<file path="config.mk">
export PLATFORM = sky130hd
export DESIGN_NAME = pipeline_hazard_ctrl
export DESIGN_NICKNAME = d
export VERILOG_FILES = /design/src/rtl/pipeline_hazard_ctrl_pkg.sv /design/src/rtl/pipeline_hazard_ctrl_sat_counter.sv /design/src/rtl/pipeline_hazard_ctrl.sv
export SDC_FILE = /design/constraint.sdc
export NUM_CORES = 1
export LEC_CHECK = 0
export ABC_AREA = 1
export BUFFER_PORTS_ARGS = -buffer_cell sky130_fd_sc_hd__buf_2
export CAP_MARGIN = 20
export CORE_ASPECT_RATIO = 0.75
export CORE_MARGIN = 2
export CORE_UTILIZATION = 30
export DETAILED_ROUTE_END_ITERATION = 8
export SLEW_MARGIN = 20
export SYNTH_ARGS = -nofsm -noshare
export SYNTH_HDL_FRONTEND = slang
export SYNTH_SLANG_ARGS = --single-unit
</file>
<file path="constraint.sdc">
create_clock -name clk -period 4.25 [get_ports clk]
set_input_delay 0.425 -clock clk [delete_from_list [all_inputs] [get_ports clk]]
set_output_delay 0.425 -clock clk [all_outputs]
set_load 0.005 [all_outputs]
</file>
<file path="src/rtl/pipeline_hazard_ctrl_pkg.sv">
// Shared pipeline definitions: FSM state, register-index width, the
// per-register stall/flush bundle and the load-use hazard test.
package pipeline_hazard_ctrl_pkg;

   localparam int REG_W = 5;
   localparam logic [REG_W-1:0] ZERO_REG = '0;

   // Fetch-side FSM: RUN is normal flow, DISCARD throws away a stale fetch
   // that was already in flight when a redirect was accepted.
   typedef enum logic {
      RUN     = 1'b0,
      DISCARD = 1'b1
   } state_e;

   // Control bundle used by every pipeline register.
   typedef struct packed {
      logic stall;
      logic flush;
   } stage_ctrl_t;

   // A load in EX whose destination is read by the instruction in ID.
   // x0 is hard-wired to zero, so a load targeting it never creates a hazard.
   function automatic logic load_use_hazard(
      input logic             mem_read,
      input logic [REG_W-1:0] rd,
      input logic [REG_W-1:0] rs1,
      input logic             uses_rs1,
      input logic [REG_W-1:0] rs2,
      input logic             uses_rs2
   );
      return mem_read && (rd != ZERO_REG) &&
             ((uses_rs1 && (rs1 == rd)) || (uses_rs2 && (rs2 == rd)));
   endfunction

endpackage

</file>
<file path="src/rtl/pipeline_hazard_ctrl_sat_counter.sv">
// Saturating up-counter: counts enabled cycles, sticks at all-ones.
module sat_counter #(
   parameter int W = 32
) (
   input  logic         clk,
   input  logic         reset,
   input  logic         inc_en,
   output logic [W-1:0] count
);

   logic [W-1:0] cnt_q;
   logic [W-1:0] cnt_d;

   // Next count: increment when enabled unless already saturated.
   always_comb begin
      // NOTE: every combinational output gets a default first, so no path leaves it unassigned and no latch is inferred.
      cnt_d = cnt_q;
      if (inc_en && (cnt_q != '1)) begin
         cnt_d = cnt_q + W'(1);
      end
   end

   // Count register, cleared by the asynchronous reset.
   always_ff @(posedge clk or posedge reset) begin
      // NOTE: sequential state uses non-blocking assignments so all flops update together at the edge.
      if (reset) begin
         cnt_q <= '0;
      end else begin
         cnt_q <= cnt_d;
      end
   end

   assign count = cnt_q;

endmodule

</file>
<file path="src/rtl/pipeline_hazard_ctrl.sv">
// Central stall/flush controller for the five-stage pipeline. Decides every
// cycle whether the PC advances and whether IF/ID, ID/EX and EX/MEM hold,
// load, or load a bubble. Decisions are combinational; only the discard FSM
// and the statistics counters are registered.
module pipeline_hazard_ctrl
   import pipeline_hazard_ctrl_pkg::*;
#(
   parameter int CNT_W = 32
) (
   input  logic             clk,
   input  logic             reset,
   input  logic [REG_W-1:0] id_rs1,
   input  logic [REG_W-1:0] id_rs2,
   input  logic             id_uses_rs1,
   input  logic             id_uses_rs2,
   input  logic             ex_mem_read,
   input  logic [REG_W-1:0] ex_rd,
   input  logic             ex_redirect,
   input  logic             imem_busy,
   input  logic             dmem_busy,
   output logic             pc_write_en,
   output logic             pc_sel_redirect,
   output logic             if_id_stall,
   output logic             if_id_flush,
   output logic             id_ex_stall,
   output logic             id_ex_flush,
   output logic             ex_mem_stall,
   output logic [CNT_W-1:0] stall_cycles,
   output logic [CNT_W-1:0] flush_events
);

   state_e      state_q;
   state_e      state_d;
   stage_ctrl_t if_id_c;
   stage_ctrl_t id_ex_c;
   stage_ctrl_t ex_mem_c;
   logic        redirect_accept;
   logic        load_use;

   assign load_use = load_use_hazard(ex_mem_read, ex_rd, id_rs1, id_uses_rs1,
                                     id_rs2, id_uses_rs2);

   // State register; reset returns to RUN immediately, even mid-discard.
   always_ff @(posedge clk or posedge reset) begin
      if (reset) begin
         state_q <= RUN;
      end else begin
         state_q <= state_d;
      end
   end

   // Next state: enter DISCARD when a redirect is taken while a fetch is
   // still outstanding; leave on the cycle that stale fetch completes.
   always_comb begin
      state_d = state_q;
      unique case (state_q)
         RUN: begin
            if (!dmem_busy && ex_redirect && imem_busy) begin
               state_d = DISCARD;
            end
         end
         DISCARD: begin
            if (!imem_busy) begin
               state_d = RUN;
            end
         end
         default: state_d = RUN;
      endcase
   end

   // Control outputs from state and inputs, highest-priority cause first.
   always_comb begin
      pc_write_en     = 1'b1;
      pc_sel_redirect = 1'b0;
      redirect_accept = 1'b0;
      if_id_c         = '0;
      id_ex_c         = '0;
      ex_mem_c        = '0;

      if (reset) begin
         // Keep the pipeline empty and the PC still while held in reset.
         pc_write_en   = 1'b0;
         if_id_c.flush = 1'b1;
         id_ex_c.flush = 1'b1;
      end else if (state_q == DISCARD) begin
         // The fetch in flight belongs to the old path: never let it into ID.
         pc_write_en   = 1'b0;
         if_id_c.flush = 1'b1;
         if (dmem_busy) begin
            // Freeze the back end; IF/ID keeps flushing rather than holding.
            id_ex_c.stall  = 1'b1;
            ex_mem_c.stall = 1'b1;
         end
      end else if (dmem_busy) begin
         // Whole pipe freezes; a pending redirect waits in EX.
         pc_write_en    = 1'b0;
         if_id_c.stall  = 1'b1;
         id_ex_c.stall  = 1'b1;
         ex_mem_c.stall = 1'b1;
      end else if (ex_redirect) begin
         pc_sel_redirect = 1'b1;
         redirect_accept = 1'b1;
         if_id_c.flush   = 1'b1;
         id_ex_c.flush   = 1'b1;
      end else if (load_use) begin
         // Hold the consumer in ID and insert one bubble into EX.
         pc_write_en   = 1'b0;
         if_id_c.stall = 1'b1;
         id_ex_c.flush = 1'b1;
      end else if (imem_busy) begin
         // No instruction yet: feed a bubble into ID, later stages flow.
         pc_write_en   = 1'b0;
         if_id_c.flush = 1'b1;
      end
   end

   assign if_id_stall  = if_id_c.stall;
   assign if_id_flush  = if_id_c.flush;
   assign id_ex_stall  = id_ex_c.stall;
   assign id_ex_flush  = id_ex_c.flush;
   assign ex_mem_stall = ex_mem_c.stall;

   sat_counter #(.W(CNT_W)) u_stall_cnt (
      .clk    (clk),
      .reset  (reset),
      .inc_en (~pc_write_en & ~reset),
      .count  (stall_cycles)
   );

   sat_counter #(.W(CNT_W)) u_flush_cnt (
      .clk    (clk),
      .reset  (reset),
      .inc_en (redirect_accept),
      .count  (flush_events)
   );

endmodule
</file>
; Word-level counts from Yosys, hierarchy flattened
; Index checks and enable logic that the tools add are counted.
[word_totals]
register_bits = 65
inputBits = 23
word_cells = 53
[op_classes]
eq_ne = 4
n_reduce_logical = 11
n_bitwise = 4
n_addsub = 2
mux = 29
[op_table]
columns = cell, count
row1 = $add 32x1->32 const B, 2
row2 = $ne 32x32->1 const B, 2
row3 = $mux 1, 28
row4 = $eq 5x5->1, 2
row5 = $logic_and 1x1->1, 8
row6 = $reduce_bool 5->1, 1
row7 = $not 1->1, 3
row8 = $pmux 1 s2, 1
row9 = $and 1x1->1, 1
row10 = $logic_not 1->1, 1
row11 = $logic_or 1x1->1, 1

; Longest topological paths before layout
[depth]
ltp_word = 12
ltp_mapped = 13
mapped_depth_nobuf = 13

; By module
; Synthesis repeated with hierarchy kept, for this count alone.
[unflattened]
cells_unflattened = 802
hier_area_um2 = 4887.2
[by_module_without_submodules]
columns = mod, n_inst, area_each_um2, cells_per_inst
row1 = sat_counter, 2, 2257.2, 361
row2 = pipeline_hazard_ctrl, 1, 372.9, 80

; Worst setup path before layout
; Ideal clock, no wire load.
[synth_timing]
path_kind = input to output
from = input reset
to = output id_ex_flush
slack_ns = 0.778
arrival_time_ns = 3.047
stages = 3
n_path_buf = 1
t_required_ns = 3.825
path_cell_list = inv_2 > buf_1 > o21ai_0
[synth_between]
elab_chain_cells = 1
[synth_rtl]
columns = item, line
row1 = start: declaration, pipeline_hazard_ctrl.sv:11  ; input logic reset,
row2 = $mux 1, pipeline_hazard_ctrl.sv:80  ; if (reset) begin
row3 = end: declaration, pipeline_hazard_ctrl.sv:26  ; output logic id_ex_flush,
; Every way passes these cells.

; Worst setup path in the final report
[layout_timing]
from = register u_flush_cnt.cnt_q[0], in the netlist u_flush_cnt.count[0]
to = register u_flush_cnt.cnt_q[6], in the netlist u_flush_cnt.count[6]
[layout_between]
elab_chain_cells = 2
word_cells_on_any_way = 3
[layout_rtl]
columns = item, line
row1 = start: declaration, pipeline_hazard_ctrl_sat_counter.sv:11  ; logic [W-1:0] cnt_q;
row2 = start signal: assignment, pipeline_hazard_ctrl_sat_counter.sv:29  ; cnt_q <= cnt_d;
row3 = branches (longest 2 deep; another with $add 32x1->32), n/a
; Parallel ways; which one is timed is not known.
; A chain may end at the register's enable or synchronous reset.

==> results.json <==
{
  "status": "finished, final reports clean",
  "end_kind": "register",
  "hold_viol": 0,
  "diodes": 0,
  "syn2layout_area_growth_pct": 19.6,
  "post_cts_buffers": 0,
  "yosysMostFrequentCell": "nand2_1",
  "yosys_warnings": 0,
  "dpl_cell_area_um2": 5180,
  "rows": 39,
  "numClockSinks": 65,
  "crit_type": "reg -> reg",
  "dp_hpwl_mm": 9.99,
  "syn-num-nets": 710,
  "drtPass1Iterations": 5,
  "worst_pin_slew_ns": 0.716,
  "cts_tree": "yes",
  "vias": 4579,
  "use_met2_pct": 20.7,
  "r2r-end": "u_flush_cnt.count[6]",
  "rrSetupSlack_ns": 1.66,
  "peakVddDrop_mv": 0.221,
  "setup_viol": 0,
  "htreeDepth": 3,
  "synthFlopType": "dfrtp_1",
  "relSlewSlack_pct": 52.3,
  "n_fill_cell": 1647,
  "ys_ff_latch": 65,
  "ios": 94,
  "synth_area_um2": 4570,
  "ys_top_cells_by_area": "dfrtp_1 36%, nand2_1 22%, nor2_1 7.7%, nand4_1 5.6%, xor2_1 5.4%",
  "grt_use_total_pct": 17.1,
  "arrival_ns": 2.80,
  "fp.dieH_um": 111,
  "ctsHoldBuffers": 0,
  "cts_resized": 0,
  "drt_wl_total_mm": 13.3,
  "synth_cells": 685,
  "crit_start": "u_flush_cnt.count[0]",
  "route.antenna.remaining_nets": 0,
  "place_congestion": 0.985,
  "grt_use_met3_pct": 5.72,
  "period_share_pct": 60.9,
  "grt_overflow": 0,
  "report.final.slew_viol_count": 0,
  "hp-class": "in -> async",
  "vias_per_cell": 4.66,
  "worst_setup_path_start_kind": "register",
  "rsz0062_at_grt": "false",
  "reg2reg_depth": 12,
  "die_w_um": 147,
  "r2r-start": "u_flush_cnt.count[0]",
  "io_buffer_count": 93,
  "antenna_found_initial": 0,
  "power_leakage_nw": 2.77,
  "final_area_um2": 5470,
  "finClkSkew_ns": 0.00638,
  "grt_pass1_vias": 4102,
  "drc": 0,
  "nets": 798,
  "async_flop_share_pct": 100,
  "root_buffer": "clkbuf_16",
  "synth_top_area_share_pct": 35.6,
  "syn_avg_cell_area_um2": 6.67,
  "max_freq_ghz": 0.386,
  "grt_pass1_wl_mm": 22.0,
  "clk_path_buf_depth": 2,
  "totalNegativeSetupSlack_ns": 0,
  "drive_gt1_share_pct": 17.2,
  "insertion_delay_ns": 0.34,
  "crit_required_ns": 4.46,
  "ys_seq_area_share_pct": 35.6,
  "grt.busiest_layer": "met1",
  "fp.coreArea_um2": 15100,
  "met1_usage_pct": 27.4,
  "maxCapViolations": 0,
  "yosys.area.top_type": "dfrtp_1",
  "fin_crit_ns": 2.59,
  "start_util_pct": 30.3,
  "wire_per_inst_um": 13.6,
  "worst-path-max-fanout": 34,
  "path_clk_slew_ns": 0.05,
  "drt_iter0_drc": 383,
  "die_area_um2": 16200,
  "ys_types": 29,
  "power.density_nw_per_um2": 330,
  "synthTopCellsByCount": "271 x nand2_1, 94 x nor2_1, 65 x dfrtp_1",
  "synth_edf_count": 0,
  "grt_max_degree": 67,
  "cts_buffers": 9
}
[sequential cells by signal, indices dropped and copies added, names as in the netlist]
register           cells
u_stall_cnt.count     32
state_q                1
u_flush_cnt.count     32
[through the flow]
stage          hold slack (ns)  worst slack, ns  std cells  util (%)  total power [mW]
4_1_cts                  0.150             1.67        983      36.3              1.83
3_5_place_dp             0.505             1.54        967      34.3              1.08
2_1_floorplan            0.497            0.778        685         -             0.949
3_3_place_gp             0.506             1.62        967      34.3              1.07
6_report                 0.126             1.66        983      36.3              1.81
5_1_grt                  0.173             1.38        983      36.3              1.92
[logic make-up after synthesis]
kind of cell | count (synthesis) | share of synthesized area, %
fa+ha+maj | 2 | 0.547
xor+xnor | 49 | 9.39
compound gates | 25 | 3.53
simple gates | 461 | 42.6
buf+inv | 83 | 8.32
flops | 65 | 35.6
[per-layer routing]
metal	share of wire [%]	wire length, µm
met5	0	0
met4	1.1	141
met3	9.0	1200
met2	36	4860
met1	53	7120
[worst max-delay path, stage by stage, from the launching register on]
cell     delay [ns]
dfrtp_1        0.41
ha_1           0.22
nand3_2        0.17
nor2_2         0.16
inv_2          0.09
nor2_4         0.16
inv_2          0.06
nor2_2         0.16
nand2_2        0.10
nand2_4        0.28
inv_2          0.35
o21ai_0        0.21
o21ai_2        0.07
[worst max path at each step]
stage,end,slack [ns],cells after the start
after floorplan,id_ex_flush,0.78,3
after global placement,u_stall_cnt.count[19],1.62,13
after detailed placement,u_stall_cnt.count[20],1.54,13
after CTS,u_flush_cnt.count[6],1.67,12
after global routing,u_flush_cnt.count[6],1.38,12
final,u_flush_cnt.count[6],1.66,12
[where the power goes]
part | internal, mW | leakage [nW] | switching (mW)
Sequential | 0.676 | 0.878 | 0.0921
Clock | 0.469 | 0.144 | 0.277
Combinational | 0.128 | 1.75 | 0.164
[area by class of cell]
type	count	area (µm²)	share of cell area [%]
Clock inverter	3	40.0	0.732
Sequential cell	65	1630	29.7
Tap cell	205	256	4.69
Clock buffer	13	250	4.58
Inverter	64	243	4.44
Timing Repair Buffer	96	488	8.92
Multi-Input combinational cell	537	2560	46.9
[placed cells by master (no fill, tap or decap), drive strengths merged]
master  synthesis  final
nand2         276    276
nor3           21     21
xnor2          21     21
dfrtp          65     65
inv            64     64
xor2           28     28
buf            16     96
clkinv          0      2
nand3          19     19
a21boi          1      1
nand4          41     41
o21ai          20     20
clkbuf          3     13
bufinv          0      1
nand3b          6      6
ha              2      2
a21oi           4      4
nor2           98     98
Power figures use the tool's default switching activity.
